$ cat config.mk
export PLATFORM = sky130hd
export DESIGN_NAME = alu_ctrl_seq
export DESIGN_NICKNAME = d
export VERILOG_FILES = /design/src/rtl/alu_ctrl_seq.sv
export SDC_FILE = /design/constraint.sdc
export NUM_CORES = 1
export LEC_CHECK = 0
export ABC_AREA = 1
export CAP_MARGIN = 20
export CORE_MARGIN = 2
export CORE_UTILIZATION = 20
export DETAILED_ROUTE_END_ITERATION = 16
export PLACE_DENSITY = 0.93
export REMOVE_ABC_BUFFERS = 1
export SETUP_SLACK_MARGIN = 0.15
export SYNTH_ARGS = -nofsm -noshare
export SYNTH_HDL_FRONTEND = slang
export SYNTH_SLANG_ARGS = --single-unit
$ cat constraint.sdc
create_clock -name vclk -period 0.9
set_input_delay 0.09 -clock vclk [all_inputs]
set_output_delay 0.09 -clock vclk [all_outputs]
set_load 0.005 [all_outputs]
$ cat src/rtl/alu_ctrl_seq.sv
// alu_ctrl_seq
//   ALU control decoder with an optional sequential shift-add multiplier.
//
//   Build option: define ALU_CTRL_SEQ_MUL_EN to compile in the multi-cycle
//   multiply FSM. In the default build, mul decodes to a single-cycle ALU
//   operation and the multiplier outputs are tied to zero.
//
//   Parameters
//     XLEN    operand/result width (8..64)
//     CTRL_W  ALU control code width (>= 4)
//
//   Ports
//     clk_i         sole clock, rising edge
//     rst_i         synchronous, active-low reset
//     valid_i       EX-stage instruction valid
//     flush_i       flush of the EX instruction
//     ALUOp_i       main-decoder op class
//     funct_i       {funct7, funct3}
//     rs1_i/rs2_i   multiply operands
//     ALUCtrl_o     ALU operation code (combinational)
//     illegal_o     unsupported ALUOp/funct combination (combinational)
//     stall_o       hold IF/ID/EX while the multiply runs
//     mul_done_o    one-cycle multiply completion pulse
//     mul_result_o  low XLEN bits of the last completed product
module alu_ctrl_seq #(
    parameter int XLEN   = 32,
    parameter int CTRL_W = 4
) (
    input  logic              clk_i,
    input  logic              rst_i,
    input  logic              valid_i,
    input  logic              flush_i,
    input  logic [1:0]        ALUOp_i,
    input  logic [9:0]        funct_i,
    input  logic [XLEN-1:0]   rs1_i,
    input  logic [XLEN-1:0]   rs2_i,
    output logic [CTRL_W-1:0] ALUCtrl_o,
    output logic              illegal_o,
    output logic              stall_o,
    output logic              mul_done_o,
    output logic [XLEN-1:0]   mul_result_o
);

    logic [3:0] ctrl_code;
    logic       is_mul;

    // Decoder is purely combinational and independent of reset.
    always_comb begin
        ctrl_code = 4'b0010;
        illegal_o = 1'b0;
        is_mul    = 1'b0;
        case (ALUOp_i)
            2'b00: ctrl_code = 4'b0010;
            2'b01: ctrl_code = 4'b0110;
            2'b10: begin
                case (funct_i)
                    10'b0000000111: ctrl_code = 4'b0000;
                    10'b0000000110: ctrl_code = 4'b0001;
                    10'b0000000000: ctrl_code = 4'b0010;
                    10'b0100000000: ctrl_code = 4'b0110;
                    10'b0000001000: begin
                        ctrl_code = 4'b0011;
                        is_mul    = 1'b1;
                    end
                    10'b0000000100: ctrl_code = 4'b0100;
                    10'b0000000001: ctrl_code = 4'b0101;
                    10'b0100000101: ctrl_code = 4'b0111;
                    default: begin
                        ctrl_code = 4'b0010;
                        illegal_o = 1'b1;
                    end
                endcase
            end
            default: begin
                ctrl_code = 4'b0010;
                illegal_o = 1'b1;
            end
        endcase
    end

    assign ALUCtrl_o = CTRL_W'(ctrl_code);

`ifdef ALU_CTRL_SEQ_MUL_EN

    localparam int CNT_W = $clog2(XLEN);

    typedef enum logic [1:0] {
        IDLE = 2'd0,
        RUN  = 2'd1,
        DONE = 2'd2
    } state_t;

    state_t            state_q, state_d;
    logic [XLEN-1:0]   mcand_q;
    logic [XLEN-1:0]   mplier_q;
    logic [XLEN-1:0]   acc_q;
    logic [XLEN-1:0]   acc_sum;
    logic [XLEN-1:0]   result_q;
    logic [CNT_W-1:0]  cnt_q;
    logic              start;
    logic              last_bit;

    // Start is gated by reset so stall_o stays low while reset is held.
    assign start    = rst_i && (state_q == IDLE) && valid_i && is_mul && !flush_i;
    assign last_bit = (cnt_q == CNT_W'(XLEN - 1));
    assign acc_sum  = acc_q + (mplier_q[0] ? mcand_q : '0);

    always_ff @(posedge clk_i) begin
        if (!rst_i) begin
            state_q <= IDLE;
        end else begin
            state_q <= state_d;
        end
    end

    always_comb begin
        state_d    = state_q;
        stall_o    = 1'b0;
        mul_done_o = 1'b0;
        case (state_q)
            IDLE: begin
                stall_o = start;
                if (start) state_d = RUN;
            end
            RUN: begin
                stall_o = 1'b1;
                if (flush_i)       state_d = IDLE;
                else if (last_bit) state_d = DONE;
            end
            DONE: begin
                mul_done_o = 1'b1;
                state_d    = IDLE;
            end
            default: state_d = IDLE;
        endcase
    end

    // Shift-add datapath: multiplicand shifts left, multiplier shifts right,
    // one multiplier bit consumed per RUN cycle. The product is captured on
    // the final bit so it is already valid during DONE.
    always_ff @(posedge clk_i) begin
        if (!rst_i) begin
            mcand_q  <= '0;
            mplier_q <= '0;
            acc_q    <= '0;
            cnt_q    <= '0;
            result_q <= '0;
        end else begin
            case (state_q)
                IDLE: begin
                    if (start) begin
                        mcand_q  <= rs1_i;
                        mplier_q <= rs2_i;
                        acc_q    <= '0;
                        cnt_q    <= '0;
                    end
                end
                RUN: begin
                    if (!flush_i) begin
                        acc_q    <= acc_sum;
                        mcand_q  <= mcand_q << 1;
                        mplier_q <= mplier_q >> 1;
                        cnt_q    <= cnt_q + CNT_W'(1);
                        if (last_bit) result_q <= acc_sum;
                    end
                end
                default: ;
            endcase
        end
    end

    assign mul_result_o = result_q;

`else

    logic unused_inputs;
    assign unused_inputs = ^{clk_i, rst_i, valid_i, flush_i, is_mul, rs1_i, rs2_i};

    assign stall_o      = 1'b0;
    assign mul_done_o   = 1'b0;
    assign mul_result_o = '0;

`endif

endmodule

Word level (Yosys, flattened, before mapping)
Cells that the tools add are included.

Bits in registers: 0. Word-level logic and storage cells: 17. Output and inout bits: 39. Input port bits: 80.

Muxes and demuxes: 4. Equal/unequal tests: 9. Reduce and logical (&&, ||, !) cells: 4.

Operator list (count): == test 10 x 3 -> 1 bit, second input constant (3); one-hot mux 3 bit (7 select lines) (1); == test 10 x 9 -> 1 bit, second input constant (2); == test 10 x 1 -> 1 bit, second input constant (1); == test 10 x 4 -> 1 bit, second input constant (1); zero test 10 bit (1); OR reduction 8 bit (1); one-hot mux 3 bit (2 select lines) (1); == test 2 x 1 -> 1 bit, second input constant (1); == test 2 bit, second input constant (1); zero test 2 bit (1); one-hot mux 1 bit (2 select lines) (1); OR reduction 2 bit (1); two-way mux 1 bit (1).

Logic depth before layout (Yosys ltp)
Gate-level depths: netlist (run 1).

Word-level depth: 4. Gate-level depth with buffers: 9. Gate-level depth less buffers: 9.

Worst setup path after synthesis (run 1)
Ideal clock, no wire load.

Kind: input to output. Start: input port funct_i[9]. End: output port ALUCtrl_o[0]. Cell stages on the path: 9. Buffers on the path: 0. Data required time: 0.810 ns. Arrival time: 0.802 ns. Path slack: 0.008 ns. Path through: nor2_1 -> inv_1 -> nor2_2 -> nand2_2 -> nand2_2 -> nor2_2 -> nand2_2 -> nand2_1 -> nor2_1.

Longest elaborated chain between the ends: 3. Elaborated cells on any way between the ends: 9. Classes of those cells: eq/ne (7); mux (2).

RTL lines: start, declared (line 34) `input logic [9:0] funct_i,`; == test 10 x 9 -> 1 bit (tied with other cells) (line 56) `case (funct_i)`; one-hot mux 3 bit (7 select lines) (*) (line 56); one-hot mux 3 bit (2 select lines) (*) (line 52) `case (ALUOp_i)`; end, declared (line 37) `output logic [CTRL_W-1:0] ALUCtrl_o,`.

Mark *: on every way between the ends. The rest lies on a longest branch, timed or not.

Final worst setup path (run 1)
Start: input port funct_i[5]. End: output port ALUCtrl_o[0].

The elaborated chain is that of the path after synthesis.

==> results of run 1 <==
cells in the mapped netlist:
| master | number | share of area |
|---|---|---|
| a21oi_1 | 1 | 0.0081 |
| nand2_4 | 1 | 0.018 |
| nor2_1 | 13 | 0.079 |
| nor3_1 | 1 | 0.0081 |
| buf_4 | 35 | 0.43 |
| o21ai_1 | 1 | 0.0081 |
| inv_1 | 12 | 0.073 |
| nor2_2 | 4 | 0.041 |
| inv_2 | 1 | 0.0061 |
| nor3_2 | 1 | 0.016 |
| conb_1 | 1 | 0.0061 |
| a21oi_2 | 1 | 0.014 |
| ha_1 | 3 | 0.061 |
| nand2_1 | 17 | 0.10 |
| nand3_1 | 8 | 0.065 |
| nand2_2 | 3 | 0.030 |
| nor2_4 | 2 | 0.037 |
final timing paths:
check | end | depth (start not counted) | slack, ns
setup / recovery | ALUCtrl_o[0] | 11 | -0.30
hold / removal | ALUCtrl_o[0] | 6 | 0.69
power breakdown:
| part | switching [mW] | internal, mW | leakage (nW) | total (mW) |
|---|---|---|---|---|
| clock network | 0 | 0 | 0 | 0 |
| logic | 0.150 | 0.113 | 0.465 | 0.263 |
| registers | 0 | 0 | 0 | 0 |
stage by stage:
step	setup slack [ns]	instances	area [um^2]
4_1_cts	-0.274	166	817
6_report	-0.301	166	846
3_3_place_gp	-1.05	161	743
5_1_grt	-0.407	166	846
3_5_place_dp	-1.04	161	743
2_1_floorplan	0.00783	104	482
cell families (layout without fill, tap and decap cells):
kind of cell / Yosys count / after routing / share of synthesized area
AND/OR/NAND/NOR: 50 / 50 / 0.398
buffers and inverters: 48 / 42 / 0.505
adder cells (fa/ha/maj): 3 / 3 / 0.0609
AO/OA/AOI/OAI: 3 / 3 / 0.0304
other: 1 / 35 / 0.00608
layer usage:
metal  part of all wire  wire [um]  vias up
li1                   -          -      302
met5                  0          0        -
met1               0.31        432      263
met2               0.60        833       36
met4              0.020         27        0
met3              0.060         83        4
layout make-up:
type | instances | area (um^2)
Tap cell | 33 | 41.3
Fill cell | 337 | 2160
Inverter | 13 | 48.8
Multi-Input combinational cell | 91 | 536
Timing Repair Buffer | 29 | 220
repair_timing:
action	CTS	global route
endpoints found under the setup margin	4	4
setup buffers	5	0
hold endpoints to repair	0	0
hold buffers	0	0
resized for setup	88	11
pin swaps	17	12
==> flow_summary.json, run 1 <==
{
  "outcome": "finished with violations",
  "violations": "negative setup slack",
  "grt_usage": 0.0772,
  "final_cell_mix": "conb_1 (35), buf_4 (14), nand2_1 (10)",
  "drive_gt1_frac": 0.496,
  "yosysWarnings": 0,
  "die_w_um": 59.5,
  "synthToLayoutAreaGrowth_pct": 37.1,
  "fin_util": 0.282,
  "cp_top_family": "simple AND/OR/NAND/NOR gates",
  "dieArea_um2": 3540,
  "slowest_stage": "nor2_4",
  "dieHeight_um": 59.5,
  "via_per_inst": 3.64,
  "ir_drop_v": 0.000152,
  "grt_pass1_vias": 543,
  "setup_tns_ns": -0.989,
  "slowest_delay_ns": 0.13,
  "end_kind": "output port",
  "diodes": 0,
  "postSynthAreaPerCell_um2": 5.87,
  "core-area_um2": 3000,
  "synthCells": 105,
  "hp-class": "primary input to output port",
  "arrival_ns": 1.11,
  "synth.distinct_cells": 17,
  "drt_pass1_iterations": 4,
  "use_met1": 0.0729,
  "fin_ws_ns": -0.301,
  "n_sequential_cell": 0,
  "syn-cell-area_um2": 617,
  "io_buffers": 16,
  "drt_iter0_drc": 4,
  "seqCellArea_um2": 0,
  "nets": 218,
  "dpl.hpwl_um": 909,
  "grt_max_degree": 7,
  "pin_count": 119,
  "crit_chain": "buf_6 -> nor2_4 -> nand2_4 -> nor2_4 -> nand2_2 -> nand2_4 -> nor2_4 -> nand2_2 -> nand2_2 -> nor2_2 -> buf_2",
  "cp_num_buf_inv": 2,
  "startpoint": "funct_i[5]",
  "busiest_layer": "met2",
  "worst_setup_path_start_kind": "primary input",
  "timing.final.crit_share": 1.33,
  "antenna_found_initial": 0,
  "ant_nets": 0,
  "rows": 20,
  "fmax_mhz": 833,
  "period_needed_ns": 1.20,
  "cp.required_ns": 0.81,
  "grtUsageMet3": 0.00437,
  "grt_pass1_wl_um": 2190,
  "clkbuf_count": 0,
  "ys_seq_area_frac": 0,
  "layout_commonest_cell": "conb_1",
  "grtUsageMet2": 0.170,
  "initial_core_util": 0.205,
  "hp-start": "funct_i[3]",
  "grt-ovfl-total": 0,
  "maxSlewViolCount": 0,
  "max_cap_viol_count": 0,
  "worst_hold_slack_ns": 0.687,
  "rsz0062_at_grt": "true",
  "routedWlPerCell_um": 8.30,
  "p_leak_nw": 0.465,
  "vias": 605,
  "final-hold-violation-count": 0,
  "globalplace.congestion": 0.900,
  "drc": 0,
  "worstSetupPathType": "primary input to output port",
  "p_per_area_nw_per_um2": 311,
  "finalSetupViolCount": 4,
  "wl_um": 1380,
  "total_power_uw": 263,
  "crit_fanout": 6
}
(Power assumes the default switching activity.)
==> inputs of run 2 (changes only) <==
- CORE_UTILIZATION: 20 -> 29
- DONT_BUFFER_PORTS: not set -> 1
- PLACE_DENSITY: 0.93 -> not set
- PLACE_DENSITY_LB_ADDON: not set -> 0.08
==> run 2 against run 1 <==
  * The flow still finishes with violations (negative setup slack)
  * Global-route usage is essentially flat
  * Hold slack got worse by 0.21 ns
  * Non-clock buffer count shrank 23
  * Total power fell by 39%
  * Design area shrank 23%
  * Critical path type unchanged
==> flow_summary.json, run 2 (synthesized netlist as in run 1, its figures left out) <==
{
  "power.switching_uw": 112,
  "die_w_um": 50.1,
  "end_kind": "output port",
  "crit_fanout": 6,
  "worst_setup_path_start_kind": "primary input",
  "drc": 0,
  "grt-ovfl-total": 0,
  "core-area_um2": 1980,
  "dpl.hpwl_um": 905,
  "worst_hold_slack_ns": 0.476,
  "fin_ws_ns": -0.0946,
  "clkbuf_count": 0,
  "arrival_ns": 0.90,
  "drt_pass1_iterations": 3,
  "diodes": 0,
  "outcome": "finished with violations",
  "pin_count": 119,
  "p_clk_frac": 0,
  "drive_gt1_frac": 0.327,
  "grt_pass1_vias": 405,
  "seqCellArea_um2": 0,
  "ant_nets": 0,
  "combPwrFrac": 1.000,
  "period_needed_ns": 0.995,
  "layout_commonest_cell": "conb_1",
  "hp-class": "primary input to output port",
  "drt_iter0_drc": 3,
  "via_per_inst": 3.78,
  "synthToLayoutAreaGrowth_pct": 5.27,
  "routedWlPerCell_um": 8.26,
  "postLayoutCellArea_um2": 649,
  "timing.final.crit_share": 1.11,
  "nets": 195,
  "maxSlewViolCount": 0,
  "final-hold-violation-count": 0,
  "max_cap_viol_count": 0,
  "seqPwrFrac": 0,
  "place_area_um2": 553,
  "dieHeight_um": 50.1,
  "setup_tns_ns": -0.193,
  "initial_core_util": 0.311,
  "grt_pass1_wl_um": 1630,
  "violations": "negative setup slack",
  "antenna_found_initial": 0,
  "io_buffers": 0,
  "wl_um": 1130,
  "p_leak_nw": 0.366,
  "finalSetupViolCount": 3,
  "cp.required_ns": 0.81,
  "p_per_area_nw_per_um2": 246,
  "rows": 16,
  "p_int_uw": 47.8,
  "rsz0062_at_grt": "true",
  "ir_drop_v": 0.0000944,
  "swShare": 0.700,
  "grt_usage": 0.0777,
  "vias": 518,
  "grt_max_degree": 7,
  "n_sequential_cell": 0,
  "total_power_uw": 159,
  "dieArea_um2": 2510,
  "worstSetupPathType": "primary input to output port",
  "fmax_mhz": 1010,
  "dp_slack_ns": -0.0871,
  "final_cell_mix": "conb_1 (35), nand2_1 (14), inv_1 (10)",
  "globalplace.congestion": 0.802
}
## run 2: per-layer routing
metal | routed length (um) | track usage | share of wire
met4 | 21 | 0 | 0.019
met5 | 0 | 0 | 0
met3 | 152 | 0.0212 | 0.13
met2 | 559 | 0.143 | 0.49
met1 | 398 | 0.0942 | 0.35
## run 2: per-stage QoR
stage                      util  std cells
final                     0.328        137
after global routing      0.328        137
after detailed placement  0.279        136
after global placement    0.279        136
after CTS                 0.310        137
after floorplan               -        104
## run 2: worst paths after layout
kind	from	depth (start not counted)	slack (ns)	endpoint
hold / removal	ALUOp_i[0]	3	0.48	ALUCtrl_o[1]
setup / recovery	funct_i[6]	9	-0.09	illegal_o
## run 2: final cells by class
class / count / area, um^2
fill: 225 / 1330
timing repair buffer: 6 / 45.0
tap: 27 / 33.8
multi-input combinational: 91 / 522
inverter: 13 / 48.8
## run 2: repair_timing
item / in CTS / in global routing
buffers inserted: 1 / 0
gates resized for setup: 15 / 9
pin swaps: 5 / 7
hold buffers: 0 / 0
cloned: 0 / 0
endpoints found under the hold margin: 0 / 0
setup endpoints to repair: 4 / 4
## run 2: critical path, stage by stage
cell and delay [ns]:
nor2_4 0.02, nand2_4 0.13, inv_1 0.09, nand3_2 0.09, nand2_1 0.07, nor2_2 0.10, nand2_2 0.06, buf_4 0.13
o21ai_2 0.12
## run 2: power by group through the flow
stage | clock (mW) | sequential [mW] | combinational [mW]
2_1_floorplan | 0 | 0 | 0.107
3_3_place_gp | 0 | 0 | 0.132
3_5_place_dp | 0 | 0 | 0.130
4_1_cts | 0 | 0 | 0.145
5_1_grt | 0 | 0 | 0.181
6_report | 0 | 0 | 0.159
